$ cat config.mk
export PLATFORM = sky130hd
export DESIGN_NAME = multicycle_control
export DESIGN_NICKNAME = d
export VERILOG_FILES = /design/src/rtl/control_pkg.sv /design/src/rtl/opcode_class_decode.sv /design/src/rtl/multicycle_control.sv
export SDC_FILE = /design/constraint.sdc
export NUM_CORES = 1
export LEC_CHECK = 0
export BUFFER_PORTS_ARGS = -buffer_cell sky130_fd_sc_hd__buf_2
export CAP_MARGIN = 20
export CORE_MARGIN = 2
export CORE_UTILIZATION = 40
export CTS_BUF_LIST = sky130_fd_sc_hd__clkbuf_8
export DETAILED_ROUTE_END_ITERATION = 6
export PLACE_DENSITY = 0.73
export SETUP_SLACK_MARGIN = 0.5
export SYNTH_ARGS = -nofsm -noshare
export SYNTH_HDL_FRONTEND = slang
export SYNTH_SLANG_ARGS = --single-unit
$ cat constraint.sdc
create_clock -name Clock -period 2.2 [get_ports Clock]
set_clock_uncertainty 0.1 [all_clocks]
set_input_delay 0.22 -clock Clock [delete_from_list [all_inputs] [get_ports Clock]]
set_output_delay 0.22 -clock Clock [all_outputs]
set_load 0.02 [all_outputs]
$ cat src/rtl/control_pkg.sv
// Shared types and constants for the multi-cycle RV32 control sequencer.
package control_pkg;

    // Sequencer states, one per phase of instruction processing.
    typedef enum logic [3:0] {
        ST_FETCH    = 4'd0,
        ST_DECODE   = 4'd1,
        ST_EXEC_R   = 4'd2,
        ST_EXEC_I   = 4'd3,
        ST_MEM_ADDR = 4'd4,
        ST_MEM_RD   = 4'd5,
        ST_MEM_WR   = 4'd6,
        ST_WB_ALU   = 4'd7,
        ST_WB_MEM   = 4'd8,
        ST_BRANCH   = 4'd9,
        ST_HALT     = 4'd10
    } state_t;

    // Major opcodes (IR[6:0]) understood by the sequencer.
    localparam logic [6:0] OP_R      = 7'b0110011;
    localparam logic [6:0] OP_I      = 7'b0010011;
    localparam logic [6:0] OP_LOAD   = 7'b0000011;
    localparam logic [6:0] OP_STORE  = 7'b0100011;
    localparam logic [6:0] OP_BRANCH = 7'b1100011;

    // ALU operation selects driven on ALUOp.
    localparam logic [1:0] ALU_ADD    = 2'b00;
    localparam logic [1:0] ALU_SUB    = 2'b01;
    localparam logic [1:0] ALU_RFUNCT = 2'b10;
    localparam logic [1:0] ALU_IFUNCT = 2'b11;

    // Instruction classes; ILLEGAL is zero so a cleared latch reads as "nothing valid".
    typedef enum logic [2:0] {
        CLS_ILLEGAL = 3'd0,
        CLS_R       = 3'd1,
        CLS_I       = 3'd2,
        CLS_LOAD    = 3'd3,
        CLS_STORE   = 3'd4,
        CLS_BRANCH  = 3'd5
    } instr_class_t;

    // Complete datapath control word produced each cycle.
    typedef struct packed {
        logic       pc_write;
        logic       ir_write;
        logic       mem_read;
        logic       mem_write;
        logic       mem_to_reg;
        logic       alu_src;
        logic       reg_write;
        logic       branch;
        logic [1:0] alu_op;
        logic       halted;
    } ctrl_t;

    localparam ctrl_t CTRL_IDLE = '0;

endpackage

$ cat src/rtl/opcode_class_decode.sv
// Combinational opcode-to-class map; anything unrecognised (including X/Z) is ILLEGAL.
module opcode_class_decode
    import control_pkg::*;
(
    input  logic [6:0]   opcode,
    output instr_class_t instr_class
);

    // Classify the opcode; unmatched values fall through to the ILLEGAL default.
    always_comb begin
        // NOTE: default assigned first so every path drives instr_class and no latch is inferred.
        instr_class = CLS_ILLEGAL;
        case (opcode)
            OP_R:      instr_class = CLS_R;
            OP_I:      instr_class = CLS_I;
            OP_LOAD:   instr_class = CLS_LOAD;
            OP_STORE:  instr_class = CLS_STORE;
            OP_BRANCH: instr_class = CLS_BRANCH;
            default:   instr_class = CLS_ILLEGAL;
        endcase
    end

endmodule

$ cat src/rtl/multicycle_control.sv
// Multi-cycle RV32 sequencer: steps one instruction through fetch, decode,
// execute, memory and writeback, stalling on MemReady and halting on ILLEGAL opcodes.
module multicycle_control
    import control_pkg::*;
#(
    parameter int CNT_W = 32
)
(
    input  logic             Clock,
    input  logic             Reset,
    input  logic [6:0]       Opcode,
    input  logic             Zero,
    input  logic             MemReady,
    output logic             PCWrite,
    output logic             IRWrite,
    output logic             MemRead,
    output logic             MemWrite,
    output logic             MemToReg,
    output logic             ALUSrc,
    output logic             RegWrite,
    output logic             Branch,
    output logic [1:0]       ALUOp,
    output logic             Exit,
    output logic [CNT_W-1:0] InstrCount
);

    state_t       state;
    state_t       next_state;
    instr_class_t decoded_cls;
    instr_class_t cls_q;
    logic         retire;
    ctrl_t        ctrl;
    ctrl_t        ctrl_out;

    opcode_class_decode u_decode (
        .opcode      (Opcode),
        .instr_class (decoded_cls)
    );

    // State register; reset returns to FETCH and abandons any pending memory request.
    always_ff @(posedge Clock or posedge Reset) begin
        if (Reset) begin
            state <= ST_FETCH;
        end else begin
            // NOTE: sequential state uses non-blocking assignment so all flops update together.
            state <= next_state;
        end
    end

    // Class latch: captured in DECODE so MEM_ADDR routes on the fetched instruction, not a later Opcode.
    always_ff @(posedge Clock or posedge Reset) begin
        if (Reset) begin
            cls_q <= CLS_ILLEGAL;
        end else if (state == ST_DECODE) begin
            cls_q <= decoded_cls;
        end
    end

    // Next-state logic; waits hold in FETCH, MEM_RD and MEM_WR until MemReady.
    always_comb begin
        next_state = state;
        case (state)
            ST_FETCH: begin
                if (MemReady) next_state = ST_DECODE;
            end
            ST_DECODE: begin
                case (decoded_cls)
                    CLS_R:                next_state = ST_EXEC_R;
                    CLS_I:                next_state = ST_EXEC_I;
                    CLS_LOAD, CLS_STORE:  next_state = ST_MEM_ADDR;
                    CLS_BRANCH:           next_state = ST_BRANCH;
                    default:              next_state = ST_HALT;
                endcase
            end
            ST_EXEC_R, ST_EXEC_I: next_state = ST_WB_ALU;
            ST_MEM_ADDR: begin
                if (cls_q == CLS_LOAD)       next_state = ST_MEM_RD;
                else if (cls_q == CLS_STORE) next_state = ST_MEM_WR;
                else                         next_state = ST_HALT;
            end
            ST_MEM_RD: begin
                if (MemReady) next_state = ST_WB_MEM;
            end
            ST_MEM_WR: begin
                if (MemReady) next_state = ST_FETCH;
            end
            ST_WB_ALU, ST_WB_MEM, ST_BRANCH: next_state = ST_FETCH;
            ST_HALT: next_state = ST_HALT;
            default: next_state = ST_HALT;
        endcase
    end

    // Retire strobe: high in the last cycle of every legal instruction.
    always_comb begin
        retire = 1'b0;
        case (state)
            ST_WB_ALU, ST_WB_MEM, ST_BRANCH: retire = 1'b1;
            ST_MEM_WR:                       retire = MemReady;
            default:                         retire = 1'b0;
        endcase
    end

    // Retired-instruction counter; wraps silently at 2^CNT_W.
    always_ff @(posedge Clock or posedge Reset) begin
        if (Reset) begin
            InstrCount <= '0;
        end else if (retire) begin
            InstrCount <= InstrCount + CNT_W'(1);
        end
    end

    // Output decode: Moore by state, with MemReady-driven fetch loads and Zero-driven branch taken.
    always_comb begin
        ctrl = CTRL_IDLE;
        case (state)
            ST_FETCH: begin
                ctrl.mem_read = 1'b1;
                ctrl.ir_write = MemReady;
                ctrl.pc_write = MemReady;
            end
            ST_EXEC_R: begin
                ctrl.alu_src = 1'b0;
                ctrl.alu_op  = ALU_RFUNCT;
            end
            ST_EXEC_I: begin
                ctrl.alu_src = 1'b1;
                ctrl.alu_op  = ALU_IFUNCT;
            end
            ST_MEM_ADDR: begin
                ctrl.alu_src = 1'b1;
                ctrl.alu_op  = ALU_ADD;
            end
            ST_MEM_RD: ctrl.mem_read  = 1'b1;
            ST_MEM_WR: ctrl.mem_write = 1'b1;
            ST_WB_ALU: begin
                ctrl.reg_write  = 1'b1;
                ctrl.mem_to_reg = 1'b0;
            end
            ST_WB_MEM: begin
                ctrl.reg_write  = 1'b1;
                ctrl.mem_to_reg = 1'b1;
            end
            ST_BRANCH: begin
                ctrl.alu_src  = 1'b0;
                ctrl.alu_op   = ALU_SUB;
                ctrl.branch   = 1'b1;
                ctrl.pc_write = Zero;
            end
            ST_HALT: ctrl.halted = 1'b1;
            default: ctrl = CTRL_IDLE;
        endcase
    end

    // While Reset is held the state already reads FETCH, so the fetch request is masked here.
    assign ctrl_out = Reset ? CTRL_IDLE : ctrl;

    assign PCWrite  = ctrl_out.pc_write;
    assign IRWrite  = ctrl_out.ir_write;
    assign MemRead  = ctrl_out.mem_read;
    assign MemWrite = ctrl_out.mem_write;
    assign MemToReg = ctrl_out.mem_to_reg;
    assign ALUSrc   = ctrl_out.alu_src;
    assign RegWrite = ctrl_out.reg_write;
    assign Branch   = ctrl_out.branch;
    assign ALUOp    = ctrl_out.alu_op;
    assign Exit     = ctrl_out.halted;

endmodule

### Word level (Yosys, flattened, before mapping)

Cells that the tools add are included.

* $add $sub $neg: 1
* multiply operators: 0
* divide/modulo/power cells: 0
* $lt $le $gt $ge: 0
* equality and inequality tests: 25
* shift operators: 0
* muxes and demuxes: 20
* bitwise gates (word level): 0
* reduce and logical (&&, ||, !) cells: 8

Operator list (count)
* $add 32x1->32 const B: 1
* $pmux 4 s7: 1
* $mux 4: 5
* $eq 4x3->1 const B: 4
* $pmux 4 s4: 1
* $pmux 3 s5: 1
* $eq 7x6->1 const B: 2
* $eq 4x4->1 const B: 3
* $mux 11: 1
* $reduce_or 2->1: 5
* $eq 3x2->1 const B: 3
* $eq 3x3->1 const B: 3
* $eq 4x2->1 const B: 2
* $mux 1: 8
* $eq 7x2->1 const B: 1
* $eq 7x5->1 const B: 1
* $eq 7x7->1 const B: 1
* $ne 2x2->1 const B: 3
* $pmux 2 s3: 1
* $eq 4x1->1 const B: 1
* $logic_not 4->1: 1
* $pmux 1 s2: 2
* $eq 3x1->1 const B: 1
* $reduce_and 3->1: 1
* $reduce_or 3->1: 1

* bits in registers: 39
* latch bits: 0
* memory bits (writable): 0
* ROM bits: 0
* input port bits: 11
* output and inout bits: 43
* word-level logic and storage cells: 57
* memories kept: 0

### Depth between registers and ports, before layout

Gate-level depths: netlist of run 1.

* depth in word-level cells: 6
* gate-level depth with buffers: 6
* gate-level depth less buffers: 5

### Modules after synthesis

A second synthesis of run 1 with hierarchy kept.

* cell total of the unflattened synthesis: 203
* area total of the unflattened synthesis: 2092.0 um^2

Modules (own cells, without submodules)
* multicycle_control: instances 1, cells an instance 195, area an instance 2043.2 um^2, seq. area each 975.9 um^2
* opcode_class_decode: instances 1, cells an instance 8, area an instance 48.8 um^2, seq. area each 0.0 um^2

### Least setup slack after synthesis of run 1

Ideal clock, no wire load.

* path type: flip-flop to flip-flop
* start point: register InstrCount[3]
* end point: register InstrCount[23]
* library setup time: 80 ps
* arrival: 1678 ps
* required time: 2020 ps
* path slack: 342 ps
* cell stages (with the launch flop): 6
* buffers on the path: 0
* clock period less this slack: 1858 ps
* path through: dfrtp_1 -> nand4_4 -> nor4_4 -> o2111ai_4 -> nor4_2 -> xor2_1

* word-level cells in the longest chain between the ends: 1

Ends and longest elaborated chain
* start, declared: line multicycle_control.sv:24 `output logic [CNT_W-1:0] InstrCount`
* start signal, assigned: line multicycle_control.sv:108 `InstrCount <= InstrCount + CNT_W'(1);`
* $add 32x1->32: line multicycle_control.sv:108

No other way between the ends.
A chain may end at the register's enable or synchronous reset.

### Final worst setup path of run 1

* start point: register state[2]
* end point: output RegWrite

* word-level cells in the longest chain between the ends: 4
* elaborated cells on any way between the ends: 5
* those cells by class: 2 x eq/ne; 2 x mux; 1 x reduce/logical

Ends and longest elaborated chain
* start, declared: line multicycle_control.sv:27 `state_t state;`
* start signal, assigned: line multicycle_control.sv:46 `state <= next_state;`
* $eq 4x3->1 / $eq 4x4->1 (equally long branches): line multicycle_control.sv:115 `case (state)`
* $reduce_or 2->1 (no source line) (*)
* $mux 1 (*): line multicycle_control.sv:115
* $mux 11 (*): line multicycle_control.sv:155 `assign ctrl_out = Reset ? CTRL_IDLE : ctrl;`
* end, declared: line multicycle_control.sv:20 `output logic RegWrite,`

Every way passes the cells marked *; elsewhere a longest branch is shown, timed or not.

==> results.tsv, run 1 <==
metric	value	unit
outcome	complete, no violations	
leakagePower	0.00154	uW
power_density	421	nW/um^2
first_pass_iters	4	
clock_latency	300	ps
reg2reg_from	state[2]	
area_growth_syn_to_layout	52.7	%
cts_buffers	5	
reg2reg_slack	320	ps
grt_overflow_total	0	
place_hpwl	3400	um
grt_pass1_wl	8830	um
ys_ff_latch	39	
synth_mux_area_share	0.521	%
fin_tns_setup	0	ps
fin_cells	384	
critPathKind	flip-flop to output port	
hold_viol_final	0	
clock_sinks	39	
htreeDepth	2	
finalWirelength	5920	um
syn_area_per_cell	9.65	sq um
start_kind	flip-flop	
viasPerCell	5.25	
seq_area	988	sq um
p_int	1100	uW
cts_buffer_depth	2	
initial_utilization	41.8	%
ir_worst_vdd	0.316	mV
min_path_type	input pin to async pin	
cp.arrival	1590	ps
cts_tree	built	
drive_gt1_share	52.2	%
grt_use_total	18.5	%
antenna_found_initial	0	
die_width	77.5	um
fin_crit_sh	87.0	%
multi_input_area	1430	sq um
num_rows	26	
max_freq	0.522	GHz
slew_headroom	68.2	%
ctsRootBufferMaster	clkbuf_8	
rsz0062_at_grt	yes	
route.detailed.drc	0	
p_clk_share	44.8	%
path_clk_slew	80	ps
yosys.area_share.simple	27.1	%
drv_slew	0	
critPathRequiredTime	1880	ps
seqPwrFrac	51.5	%
worst-path-max-fanout	6	
reg2regPathDepth	6	
fillers	404	
synth_fp_nets	236	
drtIter0Drc	74	
port_buffers	53	
detail-route-antenna-nets	0	
num_io_pins	54	
routabilityCongestion	0.880	
routedWlPerCell	15.4	um
crit_path_end_kind	output port	
fin_nets	325	
rr_endpoint	InstrCount[19]	
synthAdderAreaFrac	0.579	%
power_frac_comb	3.7	%
synth_warnings	0	
synth_compound_area_share	9.66	%
yosysSeqAreaShare	45.1	%
synthArstFlopShare	100	%
fin_crit	1910	ps
core	5170	sq um
die_area	6010	sq um
drv_cap	0	
synth_top_family_by_area	simple AND/OR/NAND/NOR gates	
vias	2016	
dp.cells	344	
chipHeight	77.5	um
tightest_slew	476	ps
setup_viol	0	
synth_xor_area_share	13.8	%
yosys.cell_types.count	39	
synth_ff_type	dfrtp_1	
grt_max_degree	40	
swShare	21.1	%
grt_pass1_vias	1856	
postSynthCellCount	224	
netlist_area	2160	sq um
synth-edff-count	0	
diodes	0	
p_sw	294	uW
==> worst max-delay path by stage <==
stage	start	to	slack, ps	depth (start not counted)
global route	state[2]	RegWrite	230	4
finish	state[2]	RegWrite	290	4
CTS	state[1]	ALUSrc	390	5
global placement	state[0]	InstrCount[23]	380	5
detailed placement	state[0]	InstrCount[23]	290	5
floorplan	state[1]	ALUSrc	400	5
==> flip-flops by register name, indices dropped and copies added, names as in the netlist <==
register and cells:
cls_q 3, InstrCount 32, state 4
==> kinds of logic (layout without fill, tap and decap cells) <==
family,Yosys count,count (layout)
xor+xnor,34,34
buf+inv,18,107
flops,39,39
compound gates,28,29
mux,1,1
simple gates,103,103
fa+ha+maj,1,1
==> per-layer routing <==
| layer | GRT usage, % | vias to the layer above | share of wire [%] |
|---|---|---|---|
| li1 | - | 960 | - |
| met1 | 24.2 | 983 | 42 |
| met2 | 30.2 | 65 | 51 |
| met3 | 3.60 | 8 | 5.1 |
| met4 | 7.68 | 0 | 1.4 |
| met5 | 0 | - | 0 |
==> what timing repair did <==
action                     CTS  global route
gates resized for setup     27            59
pin swaps                   11            32
setup endpoints to repair   35            42
setup buffers               14            16
hold buffers                 0             0
cloned                       1             1
==> cell usage in the layout, fill, tap and decap left out, drive strengths merged, types with 4 or more instances in the layout <==
master   n
buf     88
inv      9
nand3    7
xor2    20
nor4     9
dfrtp   39
nand2b   5
xnor2   14
nand2   20
nor3    16
nor2    28
nand4    8
a21oi    4
clkbuf   7
o21ai   10
==> Yosys cell counts (5+ instances only) <==
cell type,count,area (sq um)
nor3_1,16,80.1
nor2_1,28,105
inv_1,10,37.5
xnor2_1,14,123
clkbuf_1,7,26.3
o21ai_0,9,45.0
nand3_1,6,30.0
dfrtp_1,39,976
nand2_1,20,75.1
xor2_1,20,175
nand4_1,7,43.8
nand2b_1,5,31.3
==> worst max-delay path: stages (launching register included) <==
cell and delay, ps:
dfrtp_1 410, nand2b_2 320, o22a_1 290, nor2_1 120, buf_4 160
==> power groups by stage <==
stage / registers (uW) / logic, uW / clock network, uW
after global routing: 716 / 57.5 / 663
after global placement: 730 / 43.4 / 0
after CTS: 716 / 45.5 / 639
after detailed placement: 730 / 43.4 / 0
final: 716 / 51.3 / 624
after floorplan: 730 / 24.1 / 0
==> layout make-up <==
cell class | count | share of cell area (%)
inverter | 10 | 1.25
sequential | 39 | 29.9
tap | 70 | 2.65
timing repair buffer | 89 | 19.4
clock buffer | 6 | 2.50
multi-input combinational | 168 | 43.2
clock inverter | 2 | 1.06
==> through the flow <==
step | hold WS, ps | worst slack (ps) | area [sq um] | util, % | total power [uW]
CTS | 53.9 | 388 | 2890 | 56.0 | 1400
detailed placement | 355 | 288 | 2540 | 49.2 | 774
global placement | 355 | 381 | 2540 | 49.2 | 774
finish | 82.5 | 285 | 3300 | 63.8 | 1390
global route | 111 | 231 | 3300 | 63.8 | 1440
floorplan | 222 | 399 | 2180 | - | 754
Power figures use the tool's default switching activity.
==> inputs of run 2 (changes only) <==
--- a/config.mk
+++ b/config.mk
@@ -12,6 +12,7 @@
 export CTS_BUF_LIST = sky130_fd_sc_hd__clkbuf_8
 export DETAILED_ROUTE_END_ITERATION = 6
 export PLACE_DENSITY = 0.73
+export RECOVER_POWER = 100
 export SETUP_SLACK_MARGIN = 0.5
 export SYNTH_ARGS = -nofsm -noshare
 export SYNTH_HDL_FRONTEND = slang
==> run 2 against run 1 <==
Clock power about the same. Power down 0.30%. First-iteration DRC count up 22%. Fmax down 3.0%. Wire length up 0.22%. Register-to-register slack worse by 90 ps. Global-route usage unchanged. Critical path depth unchanged. Core utilization down 3.4 points. Final area down 5.4%. Sequential cell count unchanged. Via count about the same. Highest routed layer unchanged.
==> results.tsv, run 2 (same netlist as run 1, synthesis figures left out) <==
metric	value	unit	change
cts_buffers	5		unchanged
cp_top_family	flip-flops		was simple AND/OR/NAND/NOR gates
rsz0062_at_grt	yes		unchanged
chipHeight	77.5	um	unchanged
ctsRootBufferMaster	clkbuf_8		unchanged
detail-route-antenna-nets	0		unchanged
setup_ws	227	ps	was 285 ps
place_hpwl	3400	um	unchanged
ir_worst_vdd	0.321	mV	was 0.316 mV
slowest_stage	dfrtp_1		unchanged
critPathKind	flip-flop to output port		unchanged
routedWlPerCell	15.5	um	was 15.4 um
fin_nets	325		unchanged
reg2regPathDepth	7		was 6
power_density	444	nW/um^2	was 421 nW/um^2
grt_use_total	18.5	%	unchanged
pre_cts_ws	288	ps	unchanged
final_cell_mix	39 x clkbuf_1, 30 x dfrtp_1, 21 x nor2_1, 20 x xor2_1, 20 x buf_4		was 44 x buf_2, 30 x buf_4, 29 x dfrtp_1, 20 x xor2_1, 17 x nand2_1
htreeDepth	2		unchanged
path_buf_inv	1		unchanged
antenna_found_initial	0		unchanged
reg2reg_from	state[2]		unchanged
num_io_pins	54		unchanged
wl_met2	2940	um	was 3040 um
finalWirelength	5930	um	was 5920 um
leakagePower	0.00138	uW	was 0.00154 uW
startpoint	state[2]		unchanged
vias	2015		was 2016
drtIter0Drc	90		was 74
port_buffers	53		unchanged
crit_path_end_kind	output port		unchanged
num_rows	26		unchanged
layout_commonest_cell	clkbuf_1		was buf_2
tightest_slew	929	ps	was 476 ps
fin_crit_sh	89.7	%	was 87.0%
grt_overflow_total	0		unchanged
viasPerCell	5.25		about the same
start_kind	flip-flop		unchanged
cts_tree	built		unchanged
drv_cap	0		unchanged
outcome	complete, no violations		unchanged
die_area	6010	sq um	unchanged
setup_viol	0		unchanged
area_growth_syn_to_layout	44.5	%	was 52.7%
crit_end	RegWrite		unchanged
slew_headroom	38.0	%	was 68.2%
drive_gt1_share	34.4	%	was 52.2%
rr_endpoint	InstrCount[4]		was InstrCount[19]
route.detailed.drc	0		unchanged
dr.max_layer_used	met4		unchanged
worst-path-max-fanout	6		unchanged
routed-wl-met3	368	um	was 303 um
path_clk_slew	80	ps	about the same
cp.arrival	1650	ps	was 1590 ps
first_pass_iters	4		unchanged
diodes	0		unchanged
min_path_type	input pin to flip-flop		was input pin to async pin
worstHoldStart	Opcode[5]		
grt_max_degree	40		unchanged
largest_reg_flops	32		unchanged
die_width	77.5	um	unchanged
cp.depth	4		unchanged
core	5170	sq um	unchanged
fin_tns_setup	0	ps	unchanged
clock_latency	300	ps	about the same
fillers	451		was 404
routabilityCongestion	0.880		unchanged
top_regs	InstrCount (32), state (4), cls_q (3)		unchanged
initial_utilization	41.8	%	unchanged
wirelength_met1	2500	um	about the same
drv_slew	0		unchanged
grt_pass1_vias	1856		unchanged
hold_viol_final	0		unchanged
crit_path_max_incr_delay	410	ps	about the same
grt_pass1_wl	8830	um	unchanged
critPathRequiredTime	1880	ps	about the same
reg2reg_slack	230	ps	was 320 ps
max_freq	0.507	GHz	was 0.522 GHz
clock_sinks	39		unchanged
cts_buffer_depth	2		unchanged
fin_crit	1970	ps	was 1910 ps
ctsHoldBuffers	0		unchanged
worstPathCellList	nand2b_2 -> o22a_1 -> nor2_1 -> clkbuf_1		was nand2b_2 -> o22a_1 -> nor2_1 -> buf_4
regMostFlops	InstrCount		unchanged
run 2: changes by cell type in the layout (fill, tap and decap cells not counted), sizes merged:
cell,before,now
clkbuf,7,52
buf,88,43
run 2: worst min path at each step:
stage / depth (start not counted) / slack [ps] / endpoint
3_5_place_dp: 3 / 350 / state[1]
6_report: 2 / 120 / cls_q[1]
3_3_place_gp: 3 / 360 / state[1]
4_1_cts: 3 / 50 / InstrCount[0]
5_1_grt: 2 / 130 / cls_q[1]
2_1_floorplan: 1 / 220 / cls_q[1]
run 2: power breakdown:
| group | total [uW] | internal [uW] | switching, uW | leakage [uW] |
|---|---|---|---|---|
| registers | 716 | 716 | 0 | 0.000470 |
| logic | 46.0 | 12.5 | 33.5 | 0.000850 |
| clock network | 625 | 367 | 258 | 0.0000612 |
| total | 1390 | 1100 | 292 | 0.00138 |
run 2: repair_timing:
| item | CTS | global route |
|---|---|---|
| gates cloned | 1 | 1 |
| buffers inserted | 14 | 16 |
| setup endpoints to repair | 35 | 42 |
| resized for setup | 27 | 59 |
| pin swaps | 11 | 32 |
run 2: cell type report:
| class | count | area (sq um) | share of cell area [%] |
|---|---|---|---|
| repair buffers | 89 | 567 | 18.1 |
| well taps | 70 | 87.6 | 2.80 |
| inverters | 10 | 41.3 | 1.32 |
| clock inverters | 2 | 35.0 | 1.12 |
| multi-input cells | 168 | 1320 | 42.4 |
| clock buffers | 6 | 82.6 | 2.64 |
| flip-flops and latches | 39 | 987 | 31.6 |
run 2: layer usage:
metal	vias up	GRT usage [%]
met5	-	0
met4	0	7.68
li1	959	-
met2	77	30.2
met1	965	24.2
met3	14	3.60
run 2: per-stage QoR:
step	power (uW)	hold slack, ps	std cells	area [sq um]	util (%)
2_1_floorplan	754	222	224	2180	-
3_3_place_gp	774	355	344	2540	49.2
3_5_place_dp	774	355	344	2540	49.2
4_1_cts	1400	53.9	367	2890	56.0
5_1_grt	1430	128	384	3120	60.4
6_report	1390	117	384	3120	60.4
run 2: worst reg2reg max path: cells and delay by family, from the launching register on:
kind	cells	cell delay, ps
AND/OR/NAND/NOR	3	550
flip-flops	1	410
AO/OA/AOI/OAI	1	360
buffers and inverters	2	300
XOR/XNOR	1	120
